**src/rtl/xc_rf_wb_arb_if.sv**
```systemverilog
// xc_rf_wb_arb_if: write-back arbiter bus bundle.
// Groups the pipeline write-back, the coprocessor result handshake,
// the decode hazard lookup and the register-file write port.
// slave  : the arbiter side
// master : the environment side (pipeline, coprocessor, decode, regfile)
`timescale 1ns/1ps
interface xc_rf_wb_arb_if;
  // pipeline write-back (no back-pressure)
  logic        p_wen;
  logic [4:0]  p_addr;
  logic [31:0] p_wdata;
  // coprocessor result handshake
  logic        c_valid;
  logic        c_ready;
  logic [4:0]  c_addr;
  logic [31:0] c_wdata;
  // decode hazard lookup
  logic [4:0]  rs1_addr;
  logic [4:0]  rs2_addr;
  logic        rs1_pending;
  logic        rs2_pending;
  logic        stall_req;
  // register-file write port
  logic        rd_wen;
  logic [4:0]  rd_addr;
  logic [31:0] rd_wdata;

  modport slave (
    input  p_wen, p_addr, p_wdata,
    input  c_valid, c_addr, c_wdata,
    output c_ready,
    input  rs1_addr, rs2_addr,
    output rs1_pending, rs2_pending, stall_req,
    output rd_wen, rd_addr, rd_wdata
  );

  modport master (
    output p_wen, p_addr, p_wdata,
    output c_valid, c_addr, c_wdata,
    input  c_ready,
    output rs1_addr, rs2_addr,
    input  rs1_pending, rs2_pending, stall_req,
    input  rd_wen, rd_addr, rd_wdata
  );
endinterface

```
**src/rtl/xc_rf_wb_arb.sv**
```systemverilog
// xc_rf_wb_arb: write-back arbiter in front of the forwarding register file.
// Merges the in-order pipeline write-back (always wins) with buffered
// coprocessor results, which drain into idle write-port cycles.
// Pending flags expose outstanding coprocessor writes to decode.
// Optional feature macro: XC_WB_ARB_STARVE_EN (starvation counter that
// drives stall_req; when undefined stall_req is tied low).
`timescale 1ns/1ps
module xc_rf_wb_arb #(
  parameter int unsigned DEPTH      = 2,
  parameter int unsigned STARVE_MAX = 8
) (
  input  logic          clock,
  input  logic          resetn,
  xc_rf_wb_arb_if.slave bus
);

  localparam int unsigned PW = $clog2(DEPTH);
  localparam int unsigned AW = 5;
  localparam int unsigned DW = 32;

  typedef logic [PW:0] ptr_t;

  // Pointers carry one extra wrap bit so full and empty differ only in the MSB.
  function automatic ptr_t ptr_inc(input ptr_t p);
    return p + ptr_t'(1);
  endfunction

  // FIFO state
  ptr_t            wr_ptr_r;
  ptr_t            rd_ptr_r;
  ptr_t            count_s;
  logic [AW-1:0]   mem_addr_r [DEPTH];
  logic [DW-1:0]   mem_data_r [DEPTH];
  logic [DEPTH-1:0] entry_valid_s;
  logic [AW-1:0]   head_addr_s;
  logic [DW-1:0]   head_data_s;

  // control
  logic            full_s;
  logic            empty_s;
  logic            p_eff_s;
  logic            push_s;
  logic            pop_s;

  // write port registers
  logic            rd_wen_r;
  logic [AW-1:0]   rd_addr_r;
  logic [DW-1:0]   rd_wdata_r;
  logic            from_fifo_r;

  // hazard lookup
  logic            rs1_hit_s;
  logic            rs2_hit_s;
  logic            rs1_inflight_s;
  logic            rs2_inflight_s;

  // Full/empty come from registered pointers only, so c_ready has no path from pop.
  assign count_s = wr_ptr_r - rd_ptr_r;
  assign empty_s = (wr_ptr_r == rd_ptr_r);
  assign full_s  = (wr_ptr_r[PW] != rd_ptr_r[PW]) &&
                   (wr_ptr_r[PW-1:0] == rd_ptr_r[PW-1:0]);

  assign bus.c_ready = ~full_s;

  // Register 0 is hard-wired, so writes to it are dropped on both sources.
  assign p_eff_s = bus.p_wen & (bus.p_addr != 5'd0);
  assign push_s  = bus.c_valid & ~full_s & (bus.c_addr != 5'd0);
  assign pop_s   = ~p_eff_s & ~empty_s;

  assign head_addr_s = mem_addr_r[rd_ptr_r[PW-1:0]];
  assign head_data_s = mem_data_r[rd_ptr_r[PW-1:0]];

  // FIFO pointers and storage: push writes at the tail, pop advances the head.
  always_ff @(posedge clock or negedge resetn) begin
    if (!resetn) begin
      wr_ptr_r <= {(PW+1){1'b0}};
      rd_ptr_r <= {(PW+1){1'b0}};
      for (int i = 0; i < int'(DEPTH); i++) begin
        mem_addr_r[i] <= 5'd0;
        mem_data_r[i] <= 32'd0;
      end
    end else begin
      if (push_s) begin
        mem_addr_r[wr_ptr_r[PW-1:0]] <= bus.c_addr;
        mem_data_r[wr_ptr_r[PW-1:0]] <= bus.c_wdata;
        wr_ptr_r                     <= ptr_inc(wr_ptr_r);
      end
      if (pop_s) begin
        rd_ptr_r <= ptr_inc(rd_ptr_r);
      end
    end
  end

  // Write-port arbitration: pipeline first, then FIFO head, else idle with held data.
  always_ff @(posedge clock or negedge resetn) begin
    if (!resetn) begin
      rd_wen_r    <= 1'b0;
      rd_addr_r   <= 5'd0;
      rd_wdata_r  <= 32'd0;
      from_fifo_r <= 1'b0;
    end else if (p_eff_s) begin
      rd_wen_r    <= 1'b1;
      rd_addr_r   <= bus.p_addr;
      rd_wdata_r  <= bus.p_wdata;
      from_fifo_r <= 1'b0;
    end else if (pop_s) begin
      rd_wen_r    <= 1'b1;
      rd_addr_r   <= head_addr_s;
      rd_wdata_r  <= head_data_s;
      from_fifo_r <= 1'b1;
    end else begin
      rd_wen_r    <= 1'b0;
      from_fifo_r <= 1'b0;
    end
  end

  assign bus.rd_wen   = rd_wen_r;
  assign bus.rd_addr  = rd_addr_r;
  assign bus.rd_wdata = rd_wdata_r;

  // Mark slots between head and tail (modulo DEPTH) as holding live entries.
  always_comb begin
    entry_valid_s = {DEPTH{1'b0}};
    for (int i = 0; i < int'(DEPTH); i++) begin
      entry_valid_s[i] = ({1'b0, PW'(i) - rd_ptr_r[PW-1:0]} < count_s);
    end
  end

  // Search live FIFO entries for the decode source registers.
  always_comb begin
    rs1_hit_s = 1'b0;
    rs2_hit_s = 1'b0;
    for (int i = 0; i < int'(DEPTH); i++) begin
      rs1_hit_s = rs1_hit_s | (entry_valid_s[i] & (mem_addr_r[i] == bus.rs1_addr));
      rs2_hit_s = rs2_hit_s | (entry_valid_s[i] & (mem_addr_r[i] == bus.rs2_addr));
    end
  end

  // A popped coprocessor result stays pending while it sits on the write port.
  assign rs1_inflight_s = rd_wen_r & from_fifo_r & (rd_addr_r == bus.rs1_addr);
  assign rs2_inflight_s = rd_wen_r & from_fifo_r & (rd_addr_r == bus.rs2_addr);

  assign bus.rs1_pending = (bus.rs1_addr != 5'd0) & (rs1_hit_s | rs1_inflight_s);
  assign bus.rs2_pending = (bus.rs2_addr != 5'd0) & (rs2_hit_s | rs2_inflight_s);

`ifdef XC_WB_ARB_STARVE_EN
  localparam int unsigned SW = $clog2(STARVE_MAX + 1);

  logic [SW-1:0] starve_cnt_r;
  logic [SW-1:0] starve_cnt_next_s;
  logic          stall_req_r;

  // Count cycles where the head is blocked by the pipeline; any pop clears it.
  always_comb begin
    starve_cnt_next_s = starve_cnt_r;
    if (pop_s) begin
      starve_cnt_next_s = {SW{1'b0}};
    end else if (~empty_s && p_eff_s && (starve_cnt_r != SW'(STARVE_MAX))) begin
      starve_cnt_next_s = starve_cnt_r + SW'(1);
    end else begin
      starve_cnt_next_s = starve_cnt_r;
    end
  end

  // Starve counter and the registered bubble request derived from it.
  always_ff @(posedge clock or negedge resetn) begin
    if (!resetn) begin
      starve_cnt_r <= {SW{1'b0}};
      stall_req_r  <= 1'b0;
    end else begin
      starve_cnt_r <= starve_cnt_next_s;
      stall_req_r  <= (starve_cnt_next_s == SW'(STARVE_MAX));
    end
  end

  assign bus.stall_req = stall_req_r;
`else
  assign bus.stall_req = 1'b0;
`endif

endmodule

```
**src/flat_wrapper.sv**
```systemverilog
// flat-port wrapper written by rule: the top's interface ports become plain ports
module xc_rf_wb_arb_flat 
#(
  parameter int unsigned DEPTH      = 2,
  parameter int unsigned STARVE_MAX = 8
)
  (clock, resetn, bus_p_wen, bus_p_addr, bus_p_wdata, bus_c_valid, bus_c_addr, bus_c_wdata, bus_c_ready, bus_rs1_addr, bus_rs2_addr, bus_rs1_pending, bus_rs2_pending, bus_stall_req, bus_rd_wen, bus_rd_addr, bus_rd_wdata);
  xc_rf_wb_arb_if bus_i ();
  input  logic clock;
  input  logic resetn;
  input wire logic [$bits(bus_i.p_wen)-1:0] bus_p_wen;
  input wire logic [$bits(bus_i.p_addr)-1:0] bus_p_addr;
  input wire logic [$bits(bus_i.p_wdata)-1:0] bus_p_wdata;
  input wire logic [$bits(bus_i.c_valid)-1:0] bus_c_valid;
  input wire logic [$bits(bus_i.c_addr)-1:0] bus_c_addr;
  input wire logic [$bits(bus_i.c_wdata)-1:0] bus_c_wdata;
  output wire logic [$bits(bus_i.c_ready)-1:0] bus_c_ready;
  input wire logic [$bits(bus_i.rs1_addr)-1:0] bus_rs1_addr;
  input wire logic [$bits(bus_i.rs2_addr)-1:0] bus_rs2_addr;
  output wire logic [$bits(bus_i.rs1_pending)-1:0] bus_rs1_pending;
  output wire logic [$bits(bus_i.rs2_pending)-1:0] bus_rs2_pending;
  output wire logic [$bits(bus_i.stall_req)-1:0] bus_stall_req;
  output wire logic [$bits(bus_i.rd_wen)-1:0] bus_rd_wen;
  output wire logic [$bits(bus_i.rd_addr)-1:0] bus_rd_addr;
  output wire logic [$bits(bus_i.rd_wdata)-1:0] bus_rd_wdata;
  assign bus_i.p_wen = bus_p_wen;
  assign bus_i.p_addr = bus_p_addr;
  assign bus_i.p_wdata = bus_p_wdata;
  assign bus_i.c_valid = bus_c_valid;
  assign bus_i.c_addr = bus_c_addr;
  assign bus_i.c_wdata = bus_c_wdata;
  assign bus_c_ready = bus_i.c_ready;
  assign bus_i.rs1_addr = bus_rs1_addr;
  assign bus_i.rs2_addr = bus_rs2_addr;
  assign bus_rs1_pending = bus_i.rs1_pending;
  assign bus_rs2_pending = bus_i.rs2_pending;
  assign bus_stall_req = bus_i.stall_req;
  assign bus_rd_wen = bus_i.rd_wen;
  assign bus_rd_addr = bus_i.rd_addr;
  assign bus_rd_wdata = bus_i.rd_wdata;
  xc_rf_wb_arb #(.DEPTH(DEPTH), .STARVE_MAX(STARVE_MAX)) u_core (.clock(clock), .resetn(resetn), .bus(bus_i));
endmodule
```
**config.mk**
```make
export PLATFORM = sky130hd
export DESIGN_NAME = xc_rf_wb_arb_flat
export DESIGN_NICKNAME = d
export VERILOG_FILES = /design/src/rtl/xc_rf_wb_arb_if.sv /design/src/rtl/xc_rf_wb_arb.sv /design/src/flat_wrapper.sv
export SDC_FILE = /design/constraint.sdc
export NUM_CORES = 1
export LEC_CHECK = 0
export BUFFER_PORTS_ARGS = -buffer_cell sky130_fd_sc_hd__buf_2
export CAP_MARGIN = 15
export CELL_PAD_IN_SITES_DETAIL_PLACEMENT = 1
export CELL_PAD_IN_SITES_GLOBAL_PLACEMENT = 1
export CORE_UTILIZATION = 37
export DETAILED_ROUTE_END_ITERATION = 12
export PLACE_DENSITY_LB_ADDON = 0.1
export SYNTH_ARGS = -nofsm -noshare
export SYNTH_HDL_FRONTEND = slang
export SYNTH_SLANG_ARGS = --single-unit
export TNS_END_PERCENT = 100
```
**constraint.sdc**
```tcl
create_clock -name clock -period 3.35 [get_ports clock]
set_input_delay 0.8375 -clock clock [delete_from_list [all_inputs] [get_ports clock]]
set_output_delay 0.8375 -clock clock [all_outputs]
set_load 0.02 [all_outputs]
```
== Yosys cells after proc, flatten, opt, wreduce, memory -nomap -nowiden ==
Index checks and enable logic that the tools add are counted.
Widths: inputs -> output; s select.
Word-level totals
  output and inout bits: 42
  input bits: 88
  flip-flop bits (word level): 117
Operators by class
  reduce and logical (&&, ||, !) cells: 7
  add/subtract/negate cells: 5
  mux-type cells: 19
  $lt $le $gt $ge: 5
  bitwise gates (word level): 22
  eq/ne operators: 9
Operators with widths (count)
  $mux 32: 6
  $bwmux 64: 1
  $demux 32 s1: 1
  $eq 5x5->1: 6
  $mux 5: 6
  $reduce_bool 5->1: 4
  $and 1x1->1: 13
  $bwmux 10: 1
  $demux 5 s1: 1
  $add 2x1->2 const B: 2
  $ge 2x2->1 const B: 2
  $lt 1x2->1: 2
  $not 1->2: 2
  $or 1x1->1: 4
  $mux 1: 3
  $not 1->1: 3
  $eq 2x2->1: 1
  $logic_and 1x1->1: 2
  $lt 2x1->1 const B: 1
  $reduce_bool 2->1: 1
  $sub 1x1->1 const A: 2
  $sub 2x2->2: 1
  $eq 1x1->1: 1
  $ne 1x1->1: 1

== Logic depth before layout (Yosys ltp) ==
Gate-level depths: netlist (run 1).
  depth in word-level cells: 6
  depth in mapped cells: 9
  gate-level depth less buffers: 8

== Worst setup path before layout (run 1) ==
Ideal clock, no wire load.
  path type: input to output
  from: input port bus_rs1_addr[4]
  to: output port bus_rs1_pending
  arrival time: 1751 ps
  stages: 4
  slack: 761 ps
  required time: 2513 ps
  cell sequence: xnor2_1 nand4_1 o32a_1 a21oi_1
On the way
  cells in the longest elaborated chain, start to end: 5
  elaborated cells on any way between the ends: 10
Ends and longest elaborated chain
  from (decl): line flat_wrapper.sv:18  | input wire logic [$bits(bus_i.rs1_addr)-1:0] bus_rs1_addr;
  $eq 5x5->1: line xc_rf_wb_arb.sv:134  | rs1_hit_s = rs1_hit_s | (entry_valid_s[i] & (mem_addr_r[i] == bus.rs1_addr));
  $and 1x1->1: line xc_rf_wb_arb.sv:134
  $or 1x1->1: line xc_rf_wb_arb.sv:134
  $or 1x1->1: line xc_rf_wb_arb.sv:143  | assign bus.rs1_pending = (bus.rs1_addr != 5'd0) & (rs1_hit_s | rs1_inflight_s);
  $and 1x1->1 (*): line xc_rf_wb_arb.sv:143
  to (decl): line flat_wrapper.sv:20  | output wire logic [$bits(bus_i.rs1_pending)-1:0] bus_rs1_pending;
Mark *: on every way between the ends. The rest lies on a longest branch, timed or not.

== Final worst setup path (run 1) ==
  from: register u_core.rd_ptr_r[0]
  to: output port bus_c_ready
On the way
  cells in the longest elaborated chain, start to end: 3
Ends and longest elaborated chain
  from (decl): line xc_rf_wb_arb.sv:30  | ptr_t rd_ptr_r;
  from (signal assigned): line xc_rf_wb_arb.sv:77  | rd_ptr_r <= {(PW+1){1'b0}};
  from (signal assigned): line xc_rf_wb_arb.sv:89  | rd_ptr_r <= ptr_inc(rd_ptr_r);
  $eq 1x1->1: line xc_rf_wb_arb.sv:61  | (wr_ptr_r[PW-1:0] == rd_ptr_r[PW-1:0]);
  $logic_and 1x1->1: line xc_rf_wb_arb.sv:60  | assign full_s = (wr_ptr_r[PW] != rd_ptr_r[PW]) &&
  $not 1->1: line xc_rf_wb_arb.sv:63  | assign bus.c_ready = ~full_s;
  to (decl): line flat_wrapper.sv:17  | output wire logic [$bits(bus_i.c_ready)-1:0] bus_c_ready;
Every way passes these cells.

==> results.txt, run 1 <==
height of the chip -> 126 microns
Initial Util -> 38.6%
pin count of the biggest net entering global routing -> 52
global-route total usage across every layer -> 21.0%
WHS -> 0.439 ns
data arrival time of the worst path -> 2.14 ns
TritonCTS Buffers -> 17
CTS-repair resized insts -> 0
flop2flop setup slack -> 0.79 ns
IO Pins -> 130
DR WL/cell -> 18.8 microns
Die Area -> 0.0159 sq mm
Highest Clock Rate -> 336 MHz
sequential cell area -> 0.00293 sq mm
final instance area -> 0.00712 sq mm
Comb pwr share -> 45.5%
r2r startpoint -> u_core.wr_ptr_r[1]
clk slew on worst S/H paths -> 0.05 ns
Area growth, synth to finish -> 24.9%
Final Worst Setup Slack -> 0.371 ns
Leak -> 3.34 nW
GR Overflow Total -> 0
Final ANT Viol Nets -> 0
Synth Warn # -> 0
measured slew at the worst slew-check pin -> 0.883 ns
DR vias -> 4217
critical path startpoint category -> flip-flop
Netlist cell types -> 35
Yosys reg bits -> 117
FP Rows -> 44
clock network fraction of total power -> 22.7%
Die X -> 126 microns
Pint -> 5.11 mW
Data required, critical path -> 2.51 ns
worst setup path start -> u_core.rd_ptr_r[0]
Post-Route WL -> 15.2 mm
GP Congestion -> 0.861
area of the core -> 0.0148 sq mm
PD cells -> 1180 mW/mm^2
CTS max path bufs -> 2
detailed placement HPWL -> 10.2 mm
clock root cell -> clkbuf_16
Sw Share -> 39.2%
status -> completed
worst vdd ir -> 0.000460 V
normalized max-slew margin -> 41.1%
Max Cap Viol -> 0
vias in the first global route -> 4831
Setup WS pre-CTS -> 0.546 ns
Syn Area/Cell -> 11.7 sq um
Syn Nets -> 577
crit path max fanout -> 14
Vias per Instance -> 5.21
setup TNS -> 0 ns
ratio of cells with drive above 1 in the final layout -> 38.8%
cells after synthesis -> 486
clk_lat worst skew -> 0.42 ns
initial drt markers -> 214
Placed Cells -> 776
Post-CTS Setup Bufs -> 0
WS Path Type -> reg -> out
DRC violation count after routing -> 0
Reg power frac -> 31.8%
CTS Hold Bufs -> 0
CTS tree -> done
Net Sw Power -> 3.30 mW
htree depth -> 4
clock skew -> 0.0117 ns
clock sink total -> 117
Worst setup EP type -> output pin
final std cells w/o fill -> 809
fillers -> 1619
register area share after synthesis -> 51.4%
nets -> 702
synthesized cell area -> 0.00570 sq mm
initial antenna violation count -> 1
first-pass GRT wire length -> 25.6 mm
Final Cycle Share -> 88.9%
drt pass-1 iters -> 4
PortBufs -> 128
Pins Over Slew Limit -> 0
final hold vios -> 0
post-route minimum period -> 2.98 ns
placed standard-cell area -> 0.00650 sq mm
multi-input logic area -> 0.00258 sq mm
Hold/Removal Path Class -> in -> async
final setup violating endpoints -> 0
RSZ-0062 raised after global routing -> false
[cells by family after synthesis]
logic type                 count (synthesis)  share of synthesized area [%]
other                                      1                         0.0658
AOI/OAI and AO/OA                        118                           10.7
buffers and inverters                     38                           3.78
adders and majority gates                  3                          0.659
xor gates and xnor gates                  34                           5.36
muxes                                    111                           23.0
and+or+nand+nor                           64                           5.03
DFF                                      117                           51.4
[synthesized netlist by cell type]
cell,instances,area [sq um]
clkbuf_1,21,78.8
buf_2,4,20.0
nand2_1,39,146
a21bo_2,1,10.0
nand4_1,5,31.3
inv_1,4,15.0
nor3_1,3,15.0
o32a_1,1,10.0
xnor2_2,1,16.3
nor2_1,5,18.8
o21a_1,1,7.51
nor2b_1,1,6.26
mux2_2,35,394
o21ai_2,1,8.76
or4_1,3,22.5
o32ai_1,1,8.76
nand2b_1,1,6.26
conb_1,1,3.75
mux2_4,29,435
xor2_1,10,87.6
xnor2_1,23,201
dfrtp_1,117,2930
a21oi_1,75,375
mux2_1,10,113
buf_4,2,15.0
nand3_1,3,15.0
buf_1,1,3.75
mux2i_1,37,370
o21ai_0,38,190
ha_1,3,37.5
or3_1,2,12.5
buf_8,4,60.1
buf_6,2,22.5
nor4_1,1,6.26
and2_1,1,6.26
[flip-flops by register name, summed over array words and instances, names as in the netlist]
| name | flops |
|---|---|
| u_core.bus.rd_addr | 5 |
| u_core.bus.rd_wdata | 32 |
| u_core.bus.rd_wen | 1 |
| u_core.from_fifo_r | 1 |
| u_core.mem_addr_r | 10 |
| u_core.mem_data_r | 64 |
| u_core.rd_ptr_r | 2 |
| u_core.wr_ptr_r | 2 |
[power groups by stage]
stage | Sequential [mW] | Combinational (mW) | Clock, mW
2_1_floorplan | 2.80 | 2.62 | 0
3_3_place_gp | 2.64 | 3.79 | 0
3_5_place_dp | 2.69 | 3.86 | 0
4_1_cts | 2.68 | 3.92 | 1.95
5_1_grt | 2.77 | 4.24 | 2.02
6_report | 2.68 | 3.83 | 1.91
[area by class of cell]
type / instances / share of cell area, %
flip-flops and latches: 117 / 41.1
multi-input cells: 331 / 36.2
repair buffers: 140 / 10.5
clock buffers: 24 / 7.05
well taps: 184 / 3.23
clock inverters: 8 / 1.69
inverters: 4 / 0.211
diodes: 1 / 0.0351
[layout by cell type, fill, tap and decap left out, types with 2 or more instances in the layout]
cell type,n
mux2_1,10
nand2_1,39
nor2_1,5
clkbuf_8,5
clkbuf_1,2
xnor2_1,23
bufinv_16,3
ha_1,3
inv_1,4
nand3_1,3
mux2_4,29
nor3_1,2
xor2_1,10
buf_4,12
o21ai_0,38
mux2_2,35
clkbuf_16,17
or4_1,3
clkinv_2,3
a21oi_1,75
mux2i_1,37
dfrtp_1,116
nand4_1,5
clkinvlp_4,2
buf_2,127
[metrics by stage]
step                util, %  power (mW)
detailed placement     44.0        6.55
global route           48.2        9.03
floorplan                 -        5.42
global placement       44.0        6.43
finish                 48.3        8.41
CTS                    48.2        8.55
[path summary, 6_finish.rpt]
| check | cells past startpoint | end |
|---|---|---|
| setup reg to reg | 6 | u_core.mem_data_r[38] |
| setup / recovery | 5 | bus_c_ready |
| max in group asynchronous | 2 | u_core.mem_data_r[14] |
| hold / removal | 1 | u_core.bus.rd_wdata[1] |
| hold reg to reg | 1 | u_core.mem_data_r[58] |
| min in group clock | 1 | u_core.mem_data_r[58] |
[critical path, stage by stage (launching register included)]
cell,delay (ns)
dfrtp_2,0.38
inv_1,0.08
ha_1,0.65
nor2b_1,0.37
inv_1,0.06
buf_2,0.17
[per-layer routing]
layer	vias up	part of all wire, %	GRT usage, %
li1	1965	-	-
met1	2119	44	25.8
met2	112	50	34.7
met3	21	4.9	6.71
met4	0	1.5	7.37
met5	-	0	0
(Power assumes the default switching activity.)
==> inputs of run 2 (changes only) <==
--- a/config.mk
+++ b/config.mk
@@ -12,6 +12,7 @@
 export CORE_UTILIZATION = 37
 export DETAILED_ROUTE_END_ITERATION = 12
 export PLACE_DENSITY_LB_ADDON = 0.1
+export RECOVER_POWER = 25
 export SYNTH_ARGS = -nofsm -noshare
 export SYNTH_HDL_FRONTEND = slang
 export SYNTH_SLANG_ARGS = --single-unit
==> run 2 against run 1 <==
- sequential share of layout area up 0.10 points
- clock skew down 0.00058 ns
- via count down 0.36%
- global-route usage unchanged
==> results.txt, run 2 (synthesis results as in run 1) <==
status -> completed
Top cell by count, worst path -> inv_1
Design Power -> 8.41 mW
GR Overflow Total -> 0
cells on worst reg2reg path -> 6
Reg power frac -> 31.8%
IO Pins -> 130
FP Rows -> 44
Final ANT Viol Nets -> 0
Setup WS pre-CTS -> 0.546 ns
PortBufs -> 128
vias in the first global route -> 4831
Initial Util -> 38.6%
WHS -> 0.495 ns
Pins Over Slew Limit -> 0
initial drt markers -> 192
Hold/Removal Path Class -> reg -> reg
Post-CTS Setup Bufs -> 0
Net Sw Power -> 3.30 mW
worst vdd ir -> 0.000461 V
drt pass-1 iters -> 4
clock root cell -> clkbuf_16
DR vias -> 4202
clock network fraction of total power -> 22.7%
WS Path Type -> reg -> out
measured slew at the worst slew-check pin -> 1.30 ns
data arrival time of the worst path -> 2.16 ns
fillers -> 1620
Die X -> 126 microns
first-pass GRT wire length -> 25.6 mm
global-route total usage across every layer -> 21.0%
final core utilization -> 48.1%
number of buffers and inverters on the critical path -> 3
Comb pwr share -> 45.5%
path length in cells of the critical path -> 5
Final Worst Setup Slack -> 0.356 ns
CTS-repair resized insts -> 0
most common cell after layout, fill and taps aside -> buf_2
Highest Clock Rate -> 334 MHz
Pint -> 5.11 mW
Max Cap Viol -> 0
normalized max-slew margin -> 13.4%
worst stage delay on the critical path -> 0.65 ns
most frequent cells in the layout -> buf_2 (127), dfrtp_1 (116), a21oi_1 (75), nand2_1 (39), o21ai_0 (38)
Final Cycle Share -> 89.4%
Top reg by flops -> u_core.mem_data_r
DR WL/cell -> 18.8 microns
Vias per Instance -> 5.19
Die Area -> 0.0159 sq mm
clock skew -> 0.0111 ns
crit path max-delay cell type -> ha_1
area of the core -> 0.0148 sq mm
DRC violation count after routing -> 0
PD cells -> 1180 mW/mm^2
crit path max fanout -> 14
clock sink total -> 117
detailed placement HPWL -> 10.2 mm
Data required, critical path -> 2.51 ns
initial antenna violation count -> 1
final hold vios -> 0
nets -> 702
CTS max path bufs -> 2
RSZ-0062 raised after global routing -> false
height of the chip -> 126 microns
pin count of the biggest net entering global routing -> 52
Worst path top cell family by delay -> adder cells
worst path cell trace -> inv_1 > ha_1 > nor2b_1 > inv_1 > buf_2
GP Congestion -> 0.861
Sw Share -> 39.2%
setup TNS -> 0 ns
TritonCTS Buffers -> 17
max reg flops -> 64
clk_lat worst skew -> 0.42 ns
Hold Path Depth -> 1
post-route minimum period -> 2.99 ns
critical path startpoint category -> flip-flop
CTS Hold Bufs -> 0
ratio of cells with drive above 1 in the final layout -> 38.8%
Worst setup EP type -> output pin
Area growth, synth to finish -> 24.6%
htree depth -> 4
clk slew on worst S/H paths -> 0.05 ns
flop2flop setup slack -> 0.79 ns
final setup violating endpoints -> 0
Leak -> 3.33 nW
Post-Route WL -> 15.2 mm
CTS tree -> done
-- run 2: cell count changes in the layout (fill, tap and decap cells not counted), sizes merged --
| cell | before | now |
|---|---|---|
| clkbuf | 24 | 26 |
| buf | 140 | 138 |
-- run 2: metal layers --
metal | wire length, microns | part of all wire, % | global-route usage (%)
met3 | 724 | 4.8 | 6.71
met5 | 0 | 0 | 0
met2 | 7520 | 50 | 34.7
met1 | 6690 | 44 | 25.8
met4 | 244 | 1.6 | 7.37
-- run 2: stage by stage --
step | std cells | instance area, sq um
5_1_grt | 808 | 7100
2_1_floorplan | 486 | 5700
3_5_place_dp | 776 | 6500
6_report | 809 | 7100
4_1_cts | 808 | 7120
3_3_place_gp | 776 | 6500
-- run 2: power groups by stage --
stage / Sequential, mW / Clock (mW) / Combinational [mW]
5_1_grt: 2.77 / 2.02 / 4.24
4_1_cts: 2.68 / 1.95 / 3.92
3_5_place_dp: 2.69 / 0 / 3.86
3_3_place_gp: 2.64 / 0 / 3.79
6_report: 2.67 / 1.91 / 3.83
2_1_floorplan: 2.80 / 0 / 2.62
-- run 2: final timing paths --
check,end,startpoint
worst max-delay path,bus_c_ready,u_core.rd_ptr_r[0]
worst min-delay path,u_core.mem_data_r[58],u_core.mem_data_r[58]
worst max register to register,u_core.mem_data_r[38],u_core.wr_ptr_r[1]
worst min register to register,u_core.mem_data_r[58],u_core.mem_data_r[58]
max in group asynchronous,u_core.rd_ptr_r[0],resetn
min in group asynchronous,u_core.bus.rd_wdata[1],resetn
-- run 2: cell type report --
type                            instances  area [sq um]  area share [%]
Sequential cell                       117          2930            41.2
Multi-Input combinational cell        331          2580            36.3
Timing Repair Buffer                  140           728            10.3
Clock buffer                           24           502            7.06
Tap cell                              184           230            3.24
Clock inverter                          8           120            1.69
Inverter                                4          15.0           0.211
Antenna cell                            1          2.50          0.0352
